===== src/rtl/lr35902_oam_dma_if.sv =====
// Bus bundle between the OAM DMA engine and the surrounding video top:
// FF46 register access, source read port and OAM write port.
interface lr35902_oam_dma_if;
  logic [7:0]  reg_din;
  logic        reg_write;
  logic [7:0]  reg_dout;
  logic [15:0] adr_rd;
  logic        rd;
  logic [7:0]  data_in;
  logic [7:0]  adr_wr;
  logic        wr;
  logic [7:0]  data_out;
  logic        active;
  logic        drv_ext;

  modport master (
    input  reg_din, reg_write, data_in,
    output reg_dout, adr_rd, rd, adr_wr, wr, data_out, active, drv_ext
  );

  modport slave (
    output reg_din, reg_write, data_in,
    input  reg_dout, adr_rd, rd, adr_wr, wr, data_out, active, drv_ext
  );
endinterface


===== src/rtl/lr35902_oam_dma.sv =====
// OAM DMA engine: a write to FF46 copies LEN bytes from a source page into OAM,
// four clocks per byte (three read clocks, one OAM write clock).
module lr35902_oam_dma #(
  parameter int unsigned LEN          = 160,
  parameter int unsigned START_CYCLES = 4
) (
  input logic                 clk,
  input logic                 reset,
  lr35902_oam_dma_if.master   bus
);

  localparam int unsigned CW = $clog2(START_CYCLES + 1);

  typedef enum logic [1:0] {StIdle, StStart, StXfer} state_e;

  state_e         state_q, state_d;
  logic [CW-1:0]  cnt_q, cnt_d;
  logic [7:0]     idx_q, idx_d;
  logic [1:0]     ph_q, ph_d;
  logic [7:0]     base_q, base_d;
  logic [7:0]     data_q, data_d;
  logic           active_q, active_d;
  logic [7:0]     page;

  // Pages E0-FF are the echo of WRAM C0-DF.
  assign page = (base_q >= 8'hE0) ? (base_q - 8'h20) : base_q;

  always_comb begin
    state_d = state_q;
    cnt_d   = cnt_q;
    idx_d   = idx_q;
    ph_d    = ph_q;
    base_d  = base_q;
    data_d  = data_q;
    unique case (state_q)
      StStart: begin
        if (cnt_q == CW'(START_CYCLES)) begin
          state_d = StXfer;
          idx_d   = 8'd0;
          ph_d    = 2'd0;
        end else begin
          cnt_d = cnt_q + 1'b1;
        end
      end
      StXfer: begin
        if (ph_q == 2'd2) data_d = bus.data_in;
        if (ph_q == 2'd3) begin
          if (idx_q == 8'(LEN - 1)) begin
            state_d = StIdle;
          end else begin
            idx_d = idx_q + 8'd1;
            ph_d  = 2'd0;
          end
        end else begin
          ph_d = ph_q + 2'd1;
        end
      end
      default: ;
    endcase
    // A register write restarts from any state, abandoning any byte in flight.
    if (bus.reg_write) begin
      base_d  = bus.reg_din;
      state_d = StStart;
      cnt_d   = '0;
    end
    unique case (state_d)
      StXfer:  active_d = 1'b1;
      StStart: active_d = active_q;
      default: active_d = 1'b0;
    endcase
  end

  always_ff @(posedge clk) begin
    if (reset) begin
      state_q  <= StIdle;
      cnt_q    <= '0;
      idx_q    <= 8'd0;
      ph_q     <= 2'd0;
      base_q   <= 8'd0;
      data_q   <= 8'd0;
      active_q <= 1'b0;
    end else begin
      state_q  <= state_d;
      cnt_q    <= cnt_d;
      idx_q    <= idx_d;
      ph_q     <= ph_d;
      base_q   <= base_d;
      data_q   <= data_d;
      active_q <= active_d;
    end
  end

  assign bus.reg_dout = base_q;
  assign bus.adr_rd   = {page, idx_q};
  assign bus.rd       = (state_q == StXfer) && (ph_q != 2'd3);
  assign bus.wr       = (state_q == StXfer) && (ph_q == 2'd3);
  assign bus.adr_wr   = idx_q;
  assign bus.data_out = data_q;
  assign bus.active   = active_q;
  // VRAM (80-9F) is read internally, so the external pins stay released.
  assign bus.drv_ext  = active_q && (page[7:5] != 3'b100);

endmodule


===== src/flat_wrapper.sv =====
// flat-port wrapper written by rule: the top's interface ports become plain ports
module lr35902_oam_dma_flat 
#(
  parameter int unsigned LEN          = 160,
  parameter int unsigned START_CYCLES = 4
)
  (clk, reset, bus_reg_din, bus_reg_write, bus_data_in, bus_reg_dout, bus_adr_rd, bus_rd, bus_adr_wr, bus_wr, bus_data_out, bus_active, bus_drv_ext);
  lr35902_oam_dma_if bus_i ();
  input logic clk;
  input logic reset;
  input wire logic [$bits(bus_i.reg_din)-1:0] bus_reg_din;
  input wire logic [$bits(bus_i.reg_write)-1:0] bus_reg_write;
  input wire logic [$bits(bus_i.data_in)-1:0] bus_data_in;
  output wire logic [$bits(bus_i.reg_dout)-1:0] bus_reg_dout;
  output wire logic [$bits(bus_i.adr_rd)-1:0] bus_adr_rd;
  output wire logic [$bits(bus_i.rd)-1:0] bus_rd;
  output wire logic [$bits(bus_i.adr_wr)-1:0] bus_adr_wr;
  output wire logic [$bits(bus_i.wr)-1:0] bus_wr;
  output wire logic [$bits(bus_i.data_out)-1:0] bus_data_out;
  output wire logic [$bits(bus_i.active)-1:0] bus_active;
  output wire logic [$bits(bus_i.drv_ext)-1:0] bus_drv_ext;
  assign bus_i.reg_din = bus_reg_din;
  assign bus_i.reg_write = bus_reg_write;
  assign bus_i.data_in = bus_data_in;
  assign bus_reg_dout = bus_i.reg_dout;
  assign bus_adr_rd = bus_i.adr_rd;
  assign bus_rd = bus_i.rd;
  assign bus_adr_wr = bus_i.adr_wr;
  assign bus_wr = bus_i.wr;
  assign bus_data_out = bus_i.data_out;
  assign bus_active = bus_i.active;
  assign bus_drv_ext = bus_i.drv_ext;
  lr35902_oam_dma #(.LEN(LEN), .START_CYCLES(START_CYCLES)) u_core (.clk(clk), .reset(reset), .bus(bus_i));
endmodule

===== config.mk =====
export PLATFORM = sky130hd
export DESIGN_NAME = lr35902_oam_dma_flat
export DESIGN_NICKNAME = d
export VERILOG_FILES = /design/src/rtl/lr35902_oam_dma_if.sv /design/src/rtl/lr35902_oam_dma.sv /design/src/flat_wrapper.sv
export SDC_FILE = /design/constraint.sdc
export NUM_CORES = 1
export LEC_CHECK = 0
export CAP_MARGIN = 20
export CORE_UTILIZATION = 47
export CTS_CLUSTER_DIAMETER = 100
export DETAILED_ROUTE_END_ITERATION = 8
export GPL_ROUTABILITY_DRIVEN = 0
export HOLD_SLACK_MARGIN = 0.08
export PLACE_DENSITY = 0.94
export REMOVE_ABC_BUFFERS = 1
export SYNTH_ARGS = -nofsm -noshare
export SYNTH_HDL_FRONTEND = slang
export SYNTH_SLANG_ARGS = --single-unit

===== constraint.sdc =====
create_clock -name clk -period 4.3 [get_ports clk]
set_input_delay 0.43 -clock clk [delete_from_list [all_inputs] [get_ports clk]]
set_output_delay 0.43 -clock clk [all_outputs]
set_load 0.01 [all_outputs]

Word-level counts from Yosys, hierarchy flattened
Cells that the tools add are included.
{"block": "op_classes", "addsub": 4, "n_mul": 0, "div_mod_pow": 0, "magnitude_cmp": 1, "eq_ne": 14, "shift": 0, "muxes": 15, "bitwise": 1, "reduce_logical": 9}
{"operator": "$mux 8", "count": 4}
{"operator": "$pmux 8 s2", "count": 1}
{"operator": "$mux 2", "count": 7}
{"operator": "$add 8x1->8 const B", "count": 1}
{"operator": "$eq 2x2->1 const B", "count": 4}
{"operator": "$eq 8x8->1 const B", "count": 1}
{"operator": "$ge 8x8->1 const B", "count": 1}
{"operator": "$pmux 2 s2", "count": 2}
{"operator": "$sub 8x6->8 const B", "count": 1}
{"operator": "$ne 3x3->1 const B", "count": 2}
{"operator": "$eq 2x1->1 const B", "count": 2}
{"operator": "$ne 2x1->1 const B", "count": 2}
{"operator": "$ne 2x2->1 const B", "count": 2}
{"operator": "$reduce_and 2->1", "count": 2}
{"operator": "$reduce_and 4->1", "count": 1}
{"operator": "$add 3x1->3 const B", "count": 1}
{"operator": "$eq 3x3->1 const B", "count": 1}
{"operator": "$logic_and 1x1->1", "count": 3}
{"operator": "$reduce_and 3->1", "count": 1}
{"operator": "$add 2x1->2 const B", "count": 1}
{"operator": "$pmux 1 s2", "count": 1}
{"operator": "$reduce_bool 2->1", "count": 1}
{"operator": "$reduce_or 2->1", "count": 1}
{"operator": "$not 1->1", "count": 1}
{"block": "word_totals", "regBits": 32, "latch_bits": 0, "mem_bits_rw": 0, "mem_bits_ro": 0, "input_bits": 19, "out_inout_bits": 44, "elab_cells": 51, "n_memories": 0}

Depth between registers and ports, before layout
Gate-level depths: netlist of run 1.
{"block": "logic_depth", "depth_word": 7, "depth_mapped": 8, "mapped_depth_nobuf": 6}

Worst setup path before layout of run 1
OpenSTA, ideal clock, no wires.
{"block": "synth_path", "path_type": "register -> register", "startpoint": "register u_core.state_q[0]", "endpoint": "register u_core.idx_q[7], in the netlist u_core.bus.adr_wr[7]", "setup_time_ns": 0.123, "t_arrival_ns": 1.981, "required_ns": 4.177, "slack_ns": 2.196, "path_stages_with_launch": 8, "path_buffers": 2, "period_less_slack_ns": 2.104, "cell_sequence": "dfxtp_1 inv_1 ha_1 clkbuf_1 or3_1 buf_2 nor4_1 mux2_1"}
{"block": "synth_between", "elab_chain_len": 3, "elab_cells_between_ends": 8, "cone_classes": "5 x eq/ne; 1 x mux; 2 x reduce/logical"}
{"element": "start: declaration", "line": "lr35902_oam_dma.sv:16", "rtl": "state_e state_q, state_d;"}
{"element": "start signal: assignment", "line": "lr35902_oam_dma.sv:75", "rtl": "state_q <= StIdle;"}
{"element": "start signal: assignment", "line": "lr35902_oam_dma.sv:83", "rtl": "state_q <= state_d;"}
{"element": "$eq 2x2->1 / $eq 2x1->1 (equally long branches)", "line": "lr35902_oam_dma.sv:35", "rtl": "unique case (state_q)"}
{"element": "$ne 2x1->1 (no source line) (tied with other cells)"}
{"element": "$reduce_and 4->1 (no source line)"}
{"element": "end signal: assignment", "line": "lr35902_oam_dma.sv:85", "rtl": "idx_q <= idx_d;"}
{"element": "end: declaration", "line": "lr35902_oam_dma.sv:18", "rtl": "logic [7:0] idx_q, idx_d;"}
Parallel ways exist; a longest one is shown, timed or not.
A chain may end at the register's enable or synchronous reset.

Worst setup path after layout of run 1
{"block": "layout_path", "startpoint": "register u_core.state_q[0]", "endpoint": "output bus_wr"}
{"block": "layout_between", "elab_chain_len": 2}
{"element": "$eq 2x2->1", "line": "lr35902_oam_dma.sv:96", "rtl": "assign bus.wr = (state_q == StXfer) && (ph_q == 2'd3);"}
{"element": "$logic_and 1x1->1", "line": "lr35902_oam_dma.sv:96"}
{"element": "end: declaration", "line": "flat_wrapper.sv:18", "rtl": "output wire logic [$bits(bus_i.wr)-1:0] bus_wr;"}
No other way between the ends.

==> flow_summary.ini, run 1 <==
[outcome]
status = finished clean

[logic_synthesis]
synthArstFlopShare_pct = 0
synth_seq_cells = 32
yosys.area_share.simple_pct = 20.6
synth_enable_flop_cells = 0
ys_warn_count = 0
synth_flop_cell = dfxtp_1
ys_seq_area_share_pct = 39.0
synth_xor_area_share_pct = 1.07
synth_top_family_by_area = simple AND/OR/NAND/NOR gates
synth_compound_area_share_pct = 15.6
synth_area_per_cell_um2 = 8.47
synthMuxAreaShare_pct = 5.56
yosysUniqueCellTypes = 39
syn_inst = 194
syn_area_um2 = 1640
synthAdderAreaFrac_pct = 6.09

[place]
place_ws_ps = 1840
io_buffers = 62
dp.cells = 280
hpwl_mm = 2.69

[timing]
slew_viol_final = 0
fin_skew_ps = 13.0
hold_violations = 0
fin_ws_ps = 1690
fin_crit_sh_pct = 60.7
setup-violations-final = 0
tns_ps = 0
max_freq_mhz = 383
rsz0062_at_grt = no
tightest_slew_ps = 938
relSlewSlack_pct = 36.9
fin_crit_ps = 2610

[power]
combPwrFrac_pct = 12.1
p_switching_uw = 149
peakVddDrop_mv = 0.205
leakage_nw = 0.798
p_clk_share_pct = 37.7
internal-power_uw = 464
switching_share_pct = 24.3
seq_power_share_pct = 50.2
power_density_nw_per_um2 = 271

[grt]
grt_pass1_vias = 1312
grt_start_max_net_pins = 28
grt_pass1_wl_mm = 5.79
antenna_found_initial = 0
grt.overflow.total = 0
grt_usage_pct = 21.2

[final_layout]
postLayoutCoreUtil_pct = 67.8
fillers = 252
layoutNonFillerInstCount = 288
drive_gt1_share_pct = 4.96
n_antenna_cell = 0
mostFrequentLayoutCell = clkdlybuf4s50_1
fin_nets = 268
syn2layout_area_growth_pct = 37.8
layout_common_cells = clkdlybuf4s50_1, dfxtp_1, a21oi_1, nor2_1, nand2_1

[worst_setup_path]
regToRegSetupSlack_ps = 1770
crit_chain = inv_1, ha_1, inv_1, nor2_1, clkdlybuf4s50_1
crit_type = flip-flop to output pin
critPathRequiredTime_ps = 3870
endpoint_kind = output pin
cp_slowest_cell = clkdlybuf4s50_1
critPathLaunchType = flip-flop
crit_top_cell = inv_1
max_stage_delay_ps = 550
cp.arrival_ps = 2180
worst-path-buf-inv = 3
crit_fanout = 14
path_delay_family = buffers and inverters

[clocking]
clk_path_buf_depth = 2
cts_tree = built
post_cts_buffers = 0
cts_resized = 0
cts_sinks = 32
clkSlewWorstSetupHoldPaths_ps = 110
cts_inserted_buffers = 5
clockRootBuffer = clkbuf_4
clk_latency_ps = 350
htree_levels = 2
hold_buffers = 0

[floorplan]
io-pin-count = 63
core.rowCount = 21
die_h_um = 61.1
initial_core_util_pct = 49.2
die-area_um2 = 3740
die_w_um = 61.1
core_um2 = 3340

[drt]
vias_per_cell = 5.22
antenna_left = 0
num_vias = 1502
drt_wl_total_mm = 3.68
drc_errors = 0
drt_iter0_drc = 56
drt_pre_antenna_iters = 4
wl_per_cell_um = 12.8

[hold_path]
hold_path_class = flip-flop to flip-flop

[run]
drv_cap = 0
final cells by class:
| class | instances | area (um^2) | area share, % |
|---|---|---|---|
| multi-input cells | 125 | 805 | 35.5 |
| clock buffers | 5 | 37.5 | 1.66 |
| clock inverters | 3 | 42.5 | 1.88 |
| well taps | 46 | 57.6 | 2.54 |
| inverters | 14 | 52.6 | 2.32 |
| repair buffers | 63 | 628 | 27.8 |
| flip-flops and latches | 32 | 641 | 28.3 |
tightest hold or removal path, delay by kind of cell, from the launching register on:
family / cells / cell delay, ps
flops: 1 / 320
compound gates: 1 / 50
simple gates: 1 / 50
cell families (layout without fill, tap and decap cells):
group	after synthesis	after routing
buffers and inverters	37	85
XOR/XNOR	2	2
flip-flops	32	32
adder cells (fa/ha/maj)	8	8
AO/OA/AOI/OAI	39	39
multiplexers	9	9
AND/OR/NAND/NOR	67	67
worst paths after layout:
| path | depth (start not counted) | end | from |
|---|---|---|---|
| setup / recovery | 5 | bus_wr | u_core.state_q[0]$_SDFF_PP0_ |
| hold / removal | 2 | u_core.bus.data_out[3]$_SDFFE_PP0P_ | u_core.bus.data_out[3]$_SDFFE_PP0P_ |
| setup reg to reg | 6 | u_core.bus.adr_wr[7]$_SDFFE_PP0P_ | u_core.state_q[0]$_SDFF_PP0_ |
| hold reg to reg | 2 | u_core.bus.data_out[3]$_SDFFE_PP0P_ | u_core.bus.data_out[3]$_SDFFE_PP0P_ |
power groups by stage:
| stage | combinational (mW) | clock (mW) | sequential, mW |
|---|---|---|---|
| 2_1_floorplan | 0.0249 | 0 | 0.317 |
| 3_3_place_gp | 0.0719 | 0 | 0.314 |
| 3_5_place_dp | 0.0742 | 0 | 0.314 |
| 4_1_cts | 0.0745 | 0.235 | 0.307 |
| 5_1_grt | 0.0806 | 0.248 | 0.309 |
| 6_report | 0.0743 | 0.231 | 0.307 |
registers in the layout, indices dropped and copies added, names as in the netlist:
name,cells
u_core.bus.active,1
u_core.bus.adr_wr,8
u_core.bus.data_out,8
u_core.bus.reg_dout,8
u_core.cnt_q,3
u_core.ph_q,2
u_core.state_q,2
cells in the mapped netlist (all sizes together) (3+ instances only):
master / count / area [um^2]
clkbuf: 5 / 18.8
dfxtp: 32 / 641
nor2: 18 / 67.6
ha: 8 / 100
o21ai: 3 / 15.0
buf: 18 / 126
a21oi: 18 / 90.1
inv: 14 / 52.6
o31ai: 6 / 45.0
nand3: 10 / 50.1
nand2: 15 / 56.3
or4: 5 / 37.5
nor3: 4 / 25.0
or3: 5 / 31.3
mux2i: 8 / 80.1
per-layer routing:
layer	track usage [%]	vias up	routed length [um]
met5	0	-	0
met4	10.7	0	70
met3	4.83	8	167
met2	36.5	37	1810
met1	24.7	687	1630
li1	-	770	-
stage by stage:
step | power, mW | hold WS [ps] | area, um^2
6_report | 0.613 | 463 | 2260
3_5_place_dp | 0.388 | 446 | 2180
5_1_grt | 0.638 | 487 | 2260
2_1_floorplan | 0.342 | 459 | 1500
4_1_cts | 0.617 | 462 | 2260
3_3_place_gp | 0.386 | 446 | 2180
Note: power is estimated with default switching activity, not from simulation.
==> run 2: changes to the inputs <==
- CORE_UTILIZATION: 47 -> 39
- PLACE_DENSITY: 0.94 -> 0.84
- clock period: 4.3 -> 2.4 ns (I/O delays scaled with it)
==> run 2 against run 1 <==
Compared with the run above: utilization decreased by 9.6 points; global-route usage down 2.7 points; final cell count up 3.5%; combinational power up 90%; register-to-register slack got worse by 1500 ps; clock skew fell by 4.4 ps.
==> flow_summary.ini, run 2 (synthesis results as in run 1) <==
[outcome]
status = finished clean

[drt]
drc_errors = 0
vias_per_cell = 5.24
drt_wl_total_mm = 3.98
drt_iter0_drc = 42
drt_pre_antenna_iters = 4
antenna_left = 0
num_vias = 1562
wl_per_cell_um = 13.4

[power]
peakVddDrop_mv = 0.364
p_switching_uw = 269
switching_share_pct = 23.5
p_clk_share_pct = 39.6
leakage_nw = 0.857
seq_power_share_pct = 48.1
combPwrFrac_pct = 12.3
internal-power_uw = 877
power_density_nw_per_um2 = 489

[worst_setup_path]
r2r-end = u_core.bus.adr_wr[4]$_SDFFE_PP0P_
crit_type = flip-flop to output pin
endpoint_kind = output pin
worst-path-buf-inv = 2
cp.arrival_ps = 2020
crit_chain = inv_1, ha_1, a31oi_1, nor2_1, a21boi_0, clkdlybuf4s50_1
reg2reg_depth = 7
path_delay_family = buffers and inverters
critPathLaunchType = flip-flop
cp_slowest_cell = clkdlybuf4s50_1
crit_fanout = 5
max_stage_delay_ps = 550
r2r-start = u_core.state_q[0]$_SDFF_PP0_
regToRegSetupSlack_ps = 260
critPathRequiredTime_ps = 2160

[timing]
rsz0062_at_grt = no
hold_violations = 0
tightest_slew_ps = 543
fin_skew_ps = 8.54
fin_crit_ps = 2260
tns_ps = 0
setup-violations-final = 0
fin_crit_sh_pct = 94.2
slew_viol_final = 0
max_freq_mhz = 442
relSlewSlack_pct = 63.5

[clocking]
cts_tree = built
post_cts_buffers = 0
clockRootBuffer = clkbuf_8
hold_buffers = 0
cts_sinks = 32
clk_latency_ps = 290
clk_path_buf_depth = 2
clkSlewWorstSetupHoldPaths_ps = 60
cts_inserted_buffers = 5
htree_levels = 2

[grt]
grt_usage_pct = 18.5
grt_pass1_vias = 1413
grt_start_max_net_pins = 14
grt_pass1_wl_mm = 6.20
grt.overflow.total = 0
antenna_found_initial = 0

[floorplan]
core.rowCount = 23
die_w_um = 66.9
initial_core_util_pct = 40.8
io-pin-count = 63
die_h_um = 66.9
core_um2 = 4030
die-area_um2 = 4480

[final_layout]
syn2layout_area_growth_pct = 42.7
mostFrequentLayoutCell = clkdlybuf4s50_1
layoutNonFillerInstCount = 298
drive_gt1_share_pct = 7.66
layout_common_cells = clkdlybuf4s50_1, dfxtp_1, a21oi_1, nor2_1, nand2_1
postLayoutCoreUtil_pct = 58.2
fin_nets = 275
fin_area_um2 = 2340
n_antenna_cell = 0

[place]
io_buffers = 62
dp.cells = 291
hpwl_mm = 2.81
place_area_um2 = 2240

[hold_path]
hold_path_class = flip-flop to flip-flop
min_to = u_core.bus.data_out[4]$_SDFFE_PP0P_
holdPathStages = 2
worstHoldStart = u_core.bus.data_out[4]$_SDFFE_PP0P_

[run]
drv_cap = 0
==> run 2: what timing repair did <==
| item | in CTS | in global routing |
|---|---|---|
| endpoints found under the setup margin | 0 | 2 |
| hold endpoints to repair | 0 | 0 |
| resized for setup | 0 | 2 |
==> run 2: layer usage <==
| layer | GRT usage [%] | up-vias | wire length [um] |
|---|---|---|---|
| met4 | 10.4 | 0 | 106 |
| met1 | 22.3 | 727 | 1670 |
| met2 | 29.8 | 50 | 1990 |
| met5 | 0 | - | 0 |
| li1 | - | 773 | - |
| met3 | 4.62 | 12 | 216 |
==> run 2: cell type report <==
class                   instances  area (um^2)
fillers                       362         1680
repair buffers                 70          681
well taps                      50         62.6
flip-flops and latches         32          642
clock buffers                   7         96.3
multi-input cells             125          811
inverters                      14         52.6
==> run 2: stage by stage <==
| step | total power, mW | worst slack [ps] | hold slack, ps |
|---|---|---|---|
| 2_1_floorplan | 0.612 | 143 | 309 |
| 3_3_place_gp | 0.701 | 322 | 442 |
| 3_5_place_dp | 0.704 | 263 | 446 |
| 4_1_cts | 1.15 | 137 | 462 |
| 5_1_grt | 1.19 | 1.37 | 484 |
| 6_report | 1.15 | 140 | 463 |
==> run 2: worst max path at each step <==
stage                                             start                                 to  cells after the start
global placement           u_core.state_q[0]$_SDFF_PP0_  u_core.bus.adr_wr[7]$_SDFFE_PP0P_                      7
finish              u_core.bus.reg_dout[5]$_SDFFE_PP0P_                        bus_drv_ext                      6
floorplan                  u_core.state_q[0]$_SDFF_PP0_  u_core.bus.adr_wr[7]$_SDFFE_PP0P_                      6
detailed placement         u_core.state_q[0]$_SDFF_PP0_  u_core.bus.adr_wr[7]$_SDFFE_PP0P_                      7
CTS                 u_core.bus.reg_dout[5]$_SDFFE_PP0P_                        bus_drv_ext                      6
global route        u_core.bus.reg_dout[5]$_SDFFE_PP0P_                        bus_drv_ext                      6
==> run 2: power by group through the flow <==
stage	clock network, mW	registers [mW]	logic, mW
finish	0.454	0.551	0.141
global route	0.486	0.553	0.154
CTS	0.457	0.551	0.142
detailed placement	0	0.562	0.141
global placement	0	0.562	0.139
floorplan	0	0.568	0.0445
==> run 2: worst reg2reg max path, stage by stage (launching register included) <==
cell,delay (ps)
dfxtp_1,400
inv_1,90
ha_1,220
nor2b_1,140
or3_1,390
buf_4,180
or4_1,500
a21oi_1,150
==> run 3: changes to the inputs <==
- PLACE_DENSITY: 0.84 -> not set
- PLACE_DENSITY_LB_ADDON: not set -> 0.1
- REMOVE_ABC_BUFFERS: 1 -> not set
==> run 3 against run 2 <==
Compared with the run above: first-iteration DRC count rose to 3.0 times the previous value; clock power up 13%; flip-flop and latch count unchanged; fmax increased by 0.90%; via count shrank 2.6%; global-route usage shrank 0.73 points; worst hold slack lost 9.8 ps; non-clock buffer count fell by 1; combinational power is essentially flat; clock skew fell by 5.8 ps.
==> flow_summary.ini, run 3 (synthesis results as in run 1) <==
[grt]
grt_start_max_net_pins = 15
grt_usage_pct = 17.8
grt.overflow.total = 0
antenna_found_initial = 0
grt_pass1_wl_mm = 5.96
grt_pass1_vias = 1280

[timing]
fin_crit_ps = 2240
tightest_slew_ps = 842
max_freq_mhz = 446
fin_skew_ps = 2.69
setup-violations-final = 0
rsz0062_at_grt = no
slew_viol_final = 0
fin_ws_ps = 160
tns_ps = 0
hold_violations = 0
fin_crit_sh_pct = 93.4
relSlewSlack_pct = 43.4

[final_layout]
mostFrequentLayoutCell = clkdlybuf4s50_1
drive_gt1_share_pct = 7.66
n_antenna_cell = 0
postLayoutCoreUtil_pct = 58.2
layoutNonFillerInstCount = 298
fin_nets = 274
syn2layout_area_growth_pct = 42.7
fillers = 382
layout_common_cells = clkdlybuf4s50_1, dfxtp_1, a21oi_1, nor2_1, nand2_1

[floorplan]
die_h_um = 66.9
die_w_um = 66.9
initial_core_util_pct = 40.8
io-pin-count = 63
die-area_um2 = 4480
core_um2 = 4030
core.rowCount = 23

[worst_setup_path]
cp.arrival_ps = 2000
reg2reg_depth = 6
r2r-start = u_core.state_q[0]$_SDFF_PP0_
cp_slowest_cell = clkdlybuf4s50_1
max_stage_delay_ps = 560
path_delay_family = buffers and inverters
crit_type = flip-flop to output pin
endpoint_kind = output pin
critPathLaunchType = flip-flop
r2r-end = u_core.bus.adr_wr[7]$_SDFFE_PP0P_
critPathRequiredTime_ps = 2160
regToRegSetupSlack_ps = 170
worst-path-buf-inv = 2
crit_chain = inv_1, ha_1, a31oi_1, nor2_1, a21boi_0, clkdlybuf4s50_1
crit_fanout = 5

[drt]
antenna_left = 0
wl_per_cell_um = 12.5
num_vias = 1521
drt_pre_antenna_iters = 4
vias_per_cell = 5.10
drt_iter0_drc = 127
drt_wl_total_mm = 3.74
drc_errors = 0

[clocking]
cts_tree = built
htree_levels = 2
cts_sinks = 32
clkSlewWorstSetupHoldPaths_ps = 70
hold_buffers = 0
post_cts_buffers = 0
clk_path_buf_depth = 2
clk_latency_ps = 280
cts_inserted_buffers = 5
cts_resized = 0
clockRootBuffer = clkbuf_8

[power]
leakage_nw = 0.841
peakVddDrop_mv = 0.311
power_density_nw_per_um2 = 512
p_total_mw = 1.20

[run]
drv_cap = 0

[hold_path]
holdPathStages = 2
min_to = u_core.bus.data_out[0]$_SDFFE_PP0P_
worstHoldStart = u_core.bus.data_out[0]$_SDFFE_PP0P_
hold_path_class = flip-flop to flip-flop

[place]
dp.cells = 290
place_ws_ps = 245
io_buffers = 62
hpwl_mm = 2.51

[outcome]
status = finished clean

[logic_synthesis]
synth.net_count = 221
==> run 3: worst max path at each step <==
stage / depth (start not counted) / slack, ps / end / startpoint
detailed placement: 6 / 240 / u_core.bus.adr_wr[7]$_SDFFE_PP0P_ / u_core.state_q[0]$_SDFF_PP0_
global placement: 7 / 290 / u_core.bus.adr_wr[4]$_SDFFE_PP0P_ / u_core.state_q[1]$_SDFF_PP0_
global route: 7 / 40 / u_core.bus.adr_wr[3]$_SDFFE_PP0P_ / u_core.state_q[1]$_SDFF_PP0_
CTS: 6 / 70 / bus_drv_ext / u_core.bus.reg_dout[5]$_SDFFE_PP0P_
finish: 6 / 160 / bus_drv_ext / u_core.bus.reg_dout[5]$_SDFFE_PP0P_
floorplan: 7 / 300 / u_core.bus.adr_wr[7]$_SDFFE_PP0P_ / u_core.state_q[0]$_SDFF_PP0_
==> run 3: layer usage <==
metal / up-vias / part of all wire, % / global-route usage [%]
li1: 770 / - / -
met1: 693 / 47 / 22.8
met2: 49 / 46 / 28.0
met3: 9 / 5.3 / 5.31
met4: 0 / 1.4 / 6.38
met5: - / 0 / 0
==> run 3: area by class of cell <==
class	count	area (um^2)	share of cell area, %
clock buffer	6	72.6	3.10
timing repair buffer	69	673	28.7
sequential	32	643	27.4
tap	50	62.6	2.67
multi-input combinational	125	805	34.3
clock inverter	2	35.0	1.49
inverter	14	52.6	2.24
==> run 3: where the power goes <==
group	switching, mW	leakage (nW)	internal (mW)
logic	0.0592	0.525	0.0791
clock network	0.203	0.0552	0.308
registers	0.00979	0.260	0.542
==> run 3: worst reg2reg max path, stage by stage, from the launching register on <==
cell and delay [ps]:
dfxtp_1 400, inv_1 80, ha_1 310, buf_4 160, o31ai_1 710, nor2_1 110
mux2_1 340
==> run 3: through the flow <==
step	hold WS, ps	area, um^2
after global routing	473	2340
after global placement	443	2230
after detailed placement	446	2230
after CTS	456	2340
after floorplan	358	1640
final	454	2340
